$ cat src/rtl/riscv_pkg.sv
// Shared RV32M encodings for the execute-stage multiply/divide unit.
package riscv_pkg;

    typedef enum logic [2:0] {
        MD_MUL    = 3'd0,
        MD_MULH   = 3'd1,
        MD_MULHSU = 3'd2,
        MD_MULHU  = 3'd3,
        MD_DIV    = 3'd4,
        MD_DIVU   = 3'd5,
        MD_REM    = 3'd6,
        MD_REMU   = 3'd7
    } md_op_e;

    typedef enum logic [1:0] {
        MD_IDLE,
        MD_CALC,
        MD_FIX,
        MD_DONE
    } md_state_e;

    localparam logic [2:0] F3_MUL    = 3'b000;
    localparam logic [2:0] F3_MULH   = 3'b001;
    localparam logic [2:0] F3_MULHSU = 3'b010;
    localparam logic [2:0] F3_MULHU  = 3'b011;
    localparam logic [2:0] F3_DIV    = 3'b100;
    localparam logic [2:0] F3_DIVU   = 3'b101;
    localparam logic [2:0] F3_REM    = 3'b110;
    localparam logic [2:0] F3_REMU   = 3'b111;

endpackage

$ cat src/rtl/md_step.sv
// One radix-2 iteration: shift-add multiply (mode=0) or restoring divide (mode=1)
// on a {hi, lo} accumulator.
module md_step #(
    parameter int XLEN = 32
) (
    input  logic              mode,
    input  logic [2*XLEN-1:0] acc_in,
    input  logic [XLEN-1:0]   opnd,
    output logic [2*XLEN-1:0] acc_out
);

    logic [XLEN:0]   sum;
    logic [XLEN:0]   rem_sh;
    logic [XLEN-1:0] rem_sub;
    logic            ge;

    always_comb begin
        sum     = {1'b0, acc_in[2*XLEN-1:XLEN]} + {1'b0, (acc_in[0] ? opnd : {XLEN{1'b0}})};
        // Partial remainder never exceeds 2*divisor, so XLEN+1 bits suffice.
        rem_sh  = acc_in[2*XLEN-1:XLEN-1];
        ge      = rem_sh >= {1'b0, opnd};
        rem_sub = rem_sh[XLEN-1:0] - opnd;
        if (mode)
            acc_out = ge ? {rem_sub, acc_in[XLEN-2:0], 1'b1}
                         : {rem_sh[XLEN-1:0], acc_in[XLEN-2:0], 1'b0};
        else
            acc_out = {sum, acc_in[XLEN-1:1]};
    end

endmodule

$ cat src/rtl/ex_muldiv_unit.sv
// Iterative RV32M multiply/divide behind the EX multicycle-busy hook.
// Works on magnitudes, sign-corrects in FIX, holds the result until acked.
module ex_muldiv_unit
    import riscv_pkg::*;
#(
    parameter int XLEN   = 32,
    parameter int UNROLL = 1
) (
    input  logic            clk,
    input  logic            reset_n,
    input  logic            start,
    input  logic            kill,
    input  logic [2:0]      op,
    input  logic [XLEN-1:0] op_a,
    input  logic [XLEN-1:0] op_b,
    input  logic            result_ack,
    output logic            busy,
    output logic            result_valid,
    output logic [XLEN-1:0] result
);

    localparam int N  = XLEN / UNROLL;
    localparam int CW = $clog2(N + 1);

    md_state_e         state;
    logic [CW-1:0]     cnt;
    logic [2*XLEN-1:0] acc;
    logic [XLEN-1:0]   opnd;
    logic [2:0]        op_q;
    logic              neg_q;

    md_op_e            op_e;
    logic              is_div, is_rem, a_neg, b_neg, div_zero, div_ovf, accept;
    logic [XLEN-1:0]   mag_a, mag_b, spec_res, init_opnd;
    logic [2*XLEN-1:0] init_acc;
    logic              init_neg;

    always_comb begin
        op_e      = md_op_e'(op);
        is_div    = op[2];
        is_rem    = (op_e == MD_REM) || (op_e == MD_REMU);
        a_neg     = op_a[XLEN-1] && (op_e == MD_MULH || op_e == MD_MULHSU ||
                                     op_e == MD_DIV  || op_e == MD_REM);
        b_neg     = op_b[XLEN-1] && (op_e == MD_MULH || op_e == MD_DIV || op_e == MD_REM);
        mag_a     = a_neg ? -op_a : op_a;
        mag_b     = b_neg ? -op_b : op_b;
        div_zero  = is_div && (op_b == {XLEN{1'b0}});
        div_ovf   = (op_e == MD_DIV || op_e == MD_REM) &&
                    (op_a == {1'b1, {(XLEN-1){1'b0}}}) && (&op_b);
        spec_res  = div_zero ? (is_rem ? op_a : {XLEN{1'b1}})
                             : (is_rem ? {XLEN{1'b0}} : op_a);
        // Divide keeps the dividend in the low half; multiply keeps the multiplier there.
        init_acc  = {{XLEN{1'b0}}, (is_div ? mag_a : mag_b)};
        init_opnd = is_div ? mag_b : mag_a;
        init_neg  = is_rem ? a_neg : (a_neg ^ b_neg);
        accept    = start && !kill &&
                    (state == MD_IDLE || (state == MD_DONE && result_ack));
    end

    logic [UNROLL:0][2*XLEN-1:0] chain;
    assign chain[0] = acc;

    for (genvar i = 0; i < UNROLL; i++) begin : g_step
        md_step #(.XLEN(XLEN)) u_step (
            .mode    (op_q[2]),
            .acc_in  (chain[i]),
            .opnd    (opnd),
            .acc_out (chain[i+1])
        );
    end

    logic [2*XLEN-1:0] fix_prod;
    logic [XLEN-1:0]   fix_div, fix_res;

    always_comb begin
        fix_prod = neg_q ? -acc : acc;
        fix_div  = (op_q == F3_REM || op_q == F3_REMU) ? acc[2*XLEN-1:XLEN] : acc[XLEN-1:0];
        if (op_q[2])
            fix_res = neg_q ? -fix_div : fix_div;
        else
            fix_res = (op_q == F3_MUL) ? fix_prod[XLEN-1:0] : fix_prod[2*XLEN-1:XLEN];
    end

    always_ff @(posedge clk or negedge reset_n) begin
        if (!reset_n) begin
            state        <= MD_IDLE;
            cnt          <= '0;
            acc          <= '0;
            opnd         <= '0;
            op_q         <= '0;
            neg_q        <= 1'b0;
            busy         <= 1'b0;
            result_valid <= 1'b0;
            result       <= '0;
        end else if (kill) begin
            state        <= MD_IDLE;
            busy         <= 1'b0;
            result_valid <= 1'b0;
        end else begin
            case (state)
                MD_IDLE, MD_DONE: begin
                    if (accept) begin
                        op_q  <= op;
                        neg_q <= init_neg;
                        acc   <= init_acc;
                        opnd  <= init_opnd;
                        if (div_zero || div_ovf) begin
                            state        <= MD_DONE;
                            result       <= spec_res;
                            result_valid <= 1'b1;
                            busy         <= 1'b0;
                        end else begin
                            state        <= MD_CALC;
                            cnt          <= CW'(N);
                            result_valid <= 1'b0;
                            busy         <= 1'b1;
                        end
                    end else if (state == MD_DONE && result_ack) begin
                        state        <= MD_IDLE;
                        result_valid <= 1'b0;
                    end
                end
                MD_CALC: begin
                    acc <= chain[UNROLL];
                    cnt <= cnt - 1'b1;
                    if (cnt == CW'(1))
                        state <= MD_FIX;
                end
                MD_FIX: begin
                    result       <= fix_res;
                    state        <= MD_DONE;
                    busy         <= 1'b0;
                    result_valid <= 1'b1;
                end
                default: state <= MD_IDLE;
            endcase
        end
    end

endmodule

$ cat config.mk
export PLATFORM = sky130hd
export DESIGN_NAME = ex_muldiv_unit
export DESIGN_NICKNAME = d
export VERILOG_FILES = /design/src/rtl/riscv_pkg.sv /design/src/rtl/md_step.sv /design/src/rtl/ex_muldiv_unit.sv
export SDC_FILE = /design/constraint.sdc
export NUM_CORES = 1
export LEC_CHECK = 0
export CAP_MARGIN = 20
export CORE_ASPECT_RATIO = 1.2
export CORE_UTILIZATION = 39
export DETAILED_ROUTE_END_ITERATION = 6
export DONT_BUFFER_PORTS = 1
export PLACE_DENSITY = 0.64
export SLEW_MARGIN = 0
export SYNTH_ARGS = -nofsm -noshare
export SYNTH_HDL_FRONTEND = slang
export SYNTH_HIERARCHICAL = 1
export SYNTH_SLANG_ARGS = --single-unit
$ cat constraint.sdc
create_clock -name clk -period 3.3 [get_ports clk]
set_input_delay 0.66 -clock clk [delete_from_list [all_inputs] [get_ports clk]]
set_output_delay 0.66 -clock clk [all_outputs]
set_load 0.1 [all_outputs]
==> results.md <==
- Crit path capture type: register
- Largest cells by area after synthesis: dfrtp_1 (21%), nand2_1 (6.3%), mux2i_1 (5.6%), ha_1 (5.5%), xnor2_1 (4.9%)
- Crit Path Class: register to register
- PwrDens: between 1000 and 1500 mW/mm2
- Placed cell area: roughly 0.02 mm2
- Tmin final: roughly 3.4 ns
- Yosys cell types: approximately 90
- Syn_nets: 2,423
- IO Pins: around 110
- Starting Density: roughly 40%
- Initial antenna violation count: 3
- CP startpoint kind: register
- Synth top area share: 20.9%
- Sequential area share after synthesis: a little over a fifth
- Crit-path max cell delay: 0.40 ns
- Total grt overflow: 0
- Adder-cell area share of the yosys netlist: 7.22%
- Clock latency on the worst-skew pair: between 0.4 and 0.5 ns
- Sw Pwr: ~0.014 W
- Worst hold margin: -0.116 ns
- Int Pwr: approximately 0.012 W
- CTS tree: done
- Comb pwr share: 73.8%
- Max-slew headroom: between 20% and 30%
- Post-synthesis mux area share: around 9.1%
- # nets final: between 2,000 and 3,000
- Post-Synth XOR/XNOR Area: 8.95%
- Synth-to-Final Area Change: 23.9%
- Max frequency: 0.297 GHz
- Port Buffer Count: 0
- Total negative slack: -0.658 ns
- Sequential share of power: 18.4%
- RSZ-0062 raised after global routing: yes
- Number of buffers created by CTS: 17
- Area fraction in compound gates after synthesis: roughly a quarter
- Clock power share: 7.9%
- DIE AREA: between 0.04 and 0.05 mm2
- Total Routing Usage GR: 34.7%
- Drt pass-1 iters: 6
- Placed cells: 2,955
- Largest area contributor in the netlist: dfrtp_1
- Antenna viol nets, final: 0
- Switching Fraction: about 55%
- MaxCap Viol Count: 0
- Failing checks: negative hold slack, negative setup slack
- Longest Clk Path Bufs: 2
- Max-slew violations: 0
- Worst Path Max Fanout: 5
- FFs w/ async S/R, synth: 100%
- Die Wd: approximately 190 um
- Row count: just over 80
- Detailed-route via count: between 15,000 and 20,000
- Min-Delay Path Class: primary input to asynchronous set/reset pin
- Root buffer cell: clkbuf_16
- FILL cells: 4,223
- Synth Flop Type: dfrtp_1
- Remaining DRCs: 0
- Fraction of layout cells with a size suffix above 1: between 20% and 30%
- Crit path arrival time: between 3 and 4 ns
- Largest net degree at the start of global routing: 143
- Hpwl dp: 59,700 um
- Final setup viols: 22
- Critical-path cell list: buf_6, ha_4, nor2b_4, o31a_1, or3_4, a21o_1, nand4_2, a21o_1, a21boi_2, a41oi_4, buf_12, buf_16, buf_12, mux2i_2, o21ai_1, nand3_1, nand2_1
- CTS Sinks: approximately 140
- Number of flops mapped to enable cells by yosys: 0
- CP delay by family, top: compound AO/OA/AOI/OAI gates
- Seq cells post-synth: around 140
- Final period util: 102%
- Placeable Area: approximately 0.043 mm2
- Final hold vios: 142
- Vias in the first global route: ~19,000
- Largest family of logic cells by synthesized area: compound AO/OA/AOI/OAI gates
- Worst EP required: roughly 3.7 ns
- Final Cell Area: 0.0211 mm2
- Tightest Pin Transition: around 1.1 ns
- Status: finished with violations
- DRT iter0 DRCs: 1,683
- Clock transition at path regs: 0.07 ns
- Post-Synth Simple-Gate Area: between 20% and 30%
- Buf/Inv on CP: 4
- Via/cell ratio: roughly 6.3
- Ys Warns: 6
- First-pass GRT wire length: between 100,000 and 150,000 um
- Final Worst Setup Slack: -0.0631 ns
- Skew final: 0.0142 ns
- WL/cell: approximately 26 um
- Post-Route WL: between 70,000 and 80,000 um
- VDD IR max: between 600 and 700 uV
- Critical path's slowest cell: or3_4
- Synth Instances: between 2,000 and 2,500
- Syn Area/Cell: 7.49 um2
- Post-Synthesis Cell Area: 0.0170 mm2
- Non-filler instance count after layout: slightly above 3,000
- GPL Wtd Cong: about 1.1
- Die height: ~230 um
- H-tree levels: 4
- Lkg Pwr: ~9.2 nW
## stage by stage
stage / setup WS [ns] / utilization, % / power (W) / hold slack [ns]
final: -0.0631 / 49.2 / 0.0253 / -0.116
after floorplan: -0.00584 / - / 0.0147 / 0.364
after CTS: -0.0647 / 47.7 / 0.0239 / -0.131
after global routing: -0.195 / 49.2 / 0.0267 / -0.129
after detailed placement: -0.486 / 45.3 / 0.0208 / 0.367
after global placement: -0.533 / 45.3 / 0.0206 / 0.368
## sequential cells by signal (all words and copies together) (netlist names)
register,count
opnd,32
state,2
neg_q,1
result_valid,1
acc,64
busy,1
result,32
cnt,6
op_q,3
## path summary, 6_finish.rpt
path	slack (ns)	startpoint	cells after the start	to
max	-0.06	acc[32]	17	acc[60]
min	-0.12	reset_n	0	state[0]
max reg2reg	-0.06	acc[32]	17	acc[60]
min reg2reg	0.50	opnd[18]	2	opnd[18]
max in group asynchronous	3.14	reset_n	0	acc[0]
min in group clk	0.25	kill	1	busy
## logic make-up (layout without fill, tap and decap cells)
| kind of cell | after synthesis | count (layout) |
|---|---|---|
| buffers and inverters | 246 | 439 |
| multiplexers | 148 | 148 |
| AND/OR/NAND/NOR | 820 | 820 |
| adder cells (fa/ha/maj) | 102 | 102 |
| flip-flops | 142 | 142 |
| AO/OA/AOI/OAI | 642 | 642 |
| XOR/XNOR | 174 | 174 |
| other | 0 | 1 |
## cells in the final DEF, fill, tap and decap left out, types with 17 or more instances in the layout
cell type,synthesis,layout
a21o_1,34,34
o21ai_1,13,20
xor2_1,79,79
inv_1,74,70
mux2i_1,95,90
a211oi_1,26,22
nor3_1,56,53
or3_1,39,35
a21oi_1,152,142
o41ai_1,24,21
a31oi_1,41,39
dfrtp_1,142,137
nor4_1,24,21
nor2_1,165,162
and2_1,43,40
nand4_1,26,26
or4_1,21,18
mux2_2,53,52
nand2_1,285,283
nand3_1,79,78
o21ai_0,143,129
and3_1,17,17
o31ai_1,50,48
xnor2_1,95,91
buf_4,2,303
clkbuf_16,0,18
maj3_1,25,25
ha_1,75,57
o211ai_1,22,22
## power groups by stage
stage | sequential (W) | clock, W | combinational (W)
final | 0.00466 | 0.00199 | 0.0187
after detailed placement | 0.00465 | 0 | 0.0162
after global placement | 0.00463 | 0 | 0.0160
after CTS | 0.00462 | 0.00201 | 0.0173
after floorplan | 0.00455 | 0 | 0.0101
after global routing | 0.00475 | 0.00207 | 0.0199
## metal layers
layer / up-vias / global-route usage [%] / part of all wire (%)
met5: - / 0 / 0.013
met4: 2 / 20.6 / 7.2
met3: 261 / 5.40 / 7.0
met2: 959 / 58.6 / 47
met1: 9201 / 41.2 / 38
li1: 8676 / - / -
## synthesized netlist by cell type (5+ instances only)
| library cell | count |
|---|---|
| nand2_1 | 285 |
| nor2_1 | 165 |
| a21oi_1 | 152 |
| o21ai_0 | 143 |
| dfrtp_1 | 142 |
| clkbuf_1 | 133 |
| mux2i_1 | 95 |
| xnor2_1 | 95 |
| nand3_1 | 79 |
| xor2_1 | 79 |
| ha_1 | 75 |
| inv_1 | 74 |
| nor3_1 | 56 |
| mux2_2 | 53 |
| o31ai_1 | 50 |
| and2_1 | 43 |
| a31oi_1 | 41 |
| or3_1 | 39 |
| a21o_1 | 34 |
| a211oi_1 | 26 |
| nand4_1 | 26 |
| maj3_1 | 25 |
| nor4_1 | 24 |
| o41ai_1 | 24 |
| o211ai_1 | 22 |
| or4_1 | 21 |
| buf_1 | 19 |
| and3_1 | 17 |
| o21a_1 | 15 |
| nand2b_1 | 14 |
| nor2b_1 | 13 |
| o21ai_1 | 13 |
| a221oi_1 | 12 |
| o22ai_1 | 11 |
| a211o_1 | 10 |
| a22oi_1 | 10 |
| or2_2 | 9 |
| a2111oi_0 | 7 |
| buf_2 | 7 |
| a41oi_1 | 6 |
| nand3b_1 | 6 |
| o21bai_1 | 6 |
| a22o_1 | 5 |
| buf_6 | 5 |
| o2111ai_1 | 5 |
## timing repair
item,4_1_cts,5_1_grt
hold endpoints to repair,142,142
gates resized for setup,60,90
buffers inserted,19,10
pin swaps,52,56
gates cloned,2,1
endpoints found under the setup margin,33,54
## area by class of cell
type                    count  area, um2  area share, %
clock buffers              20        457           2.17
well taps                 552        691           3.27
clock inverters            12        123          0.581
diodes                      1       2.50         0.0119
multi-input cells        1886      13200           62.6
inverters                  75        282           1.33
flip-flops and latches    142       3560           16.9
repair buffers            332       2780           13.2
(Power assumes the default switching activity.)
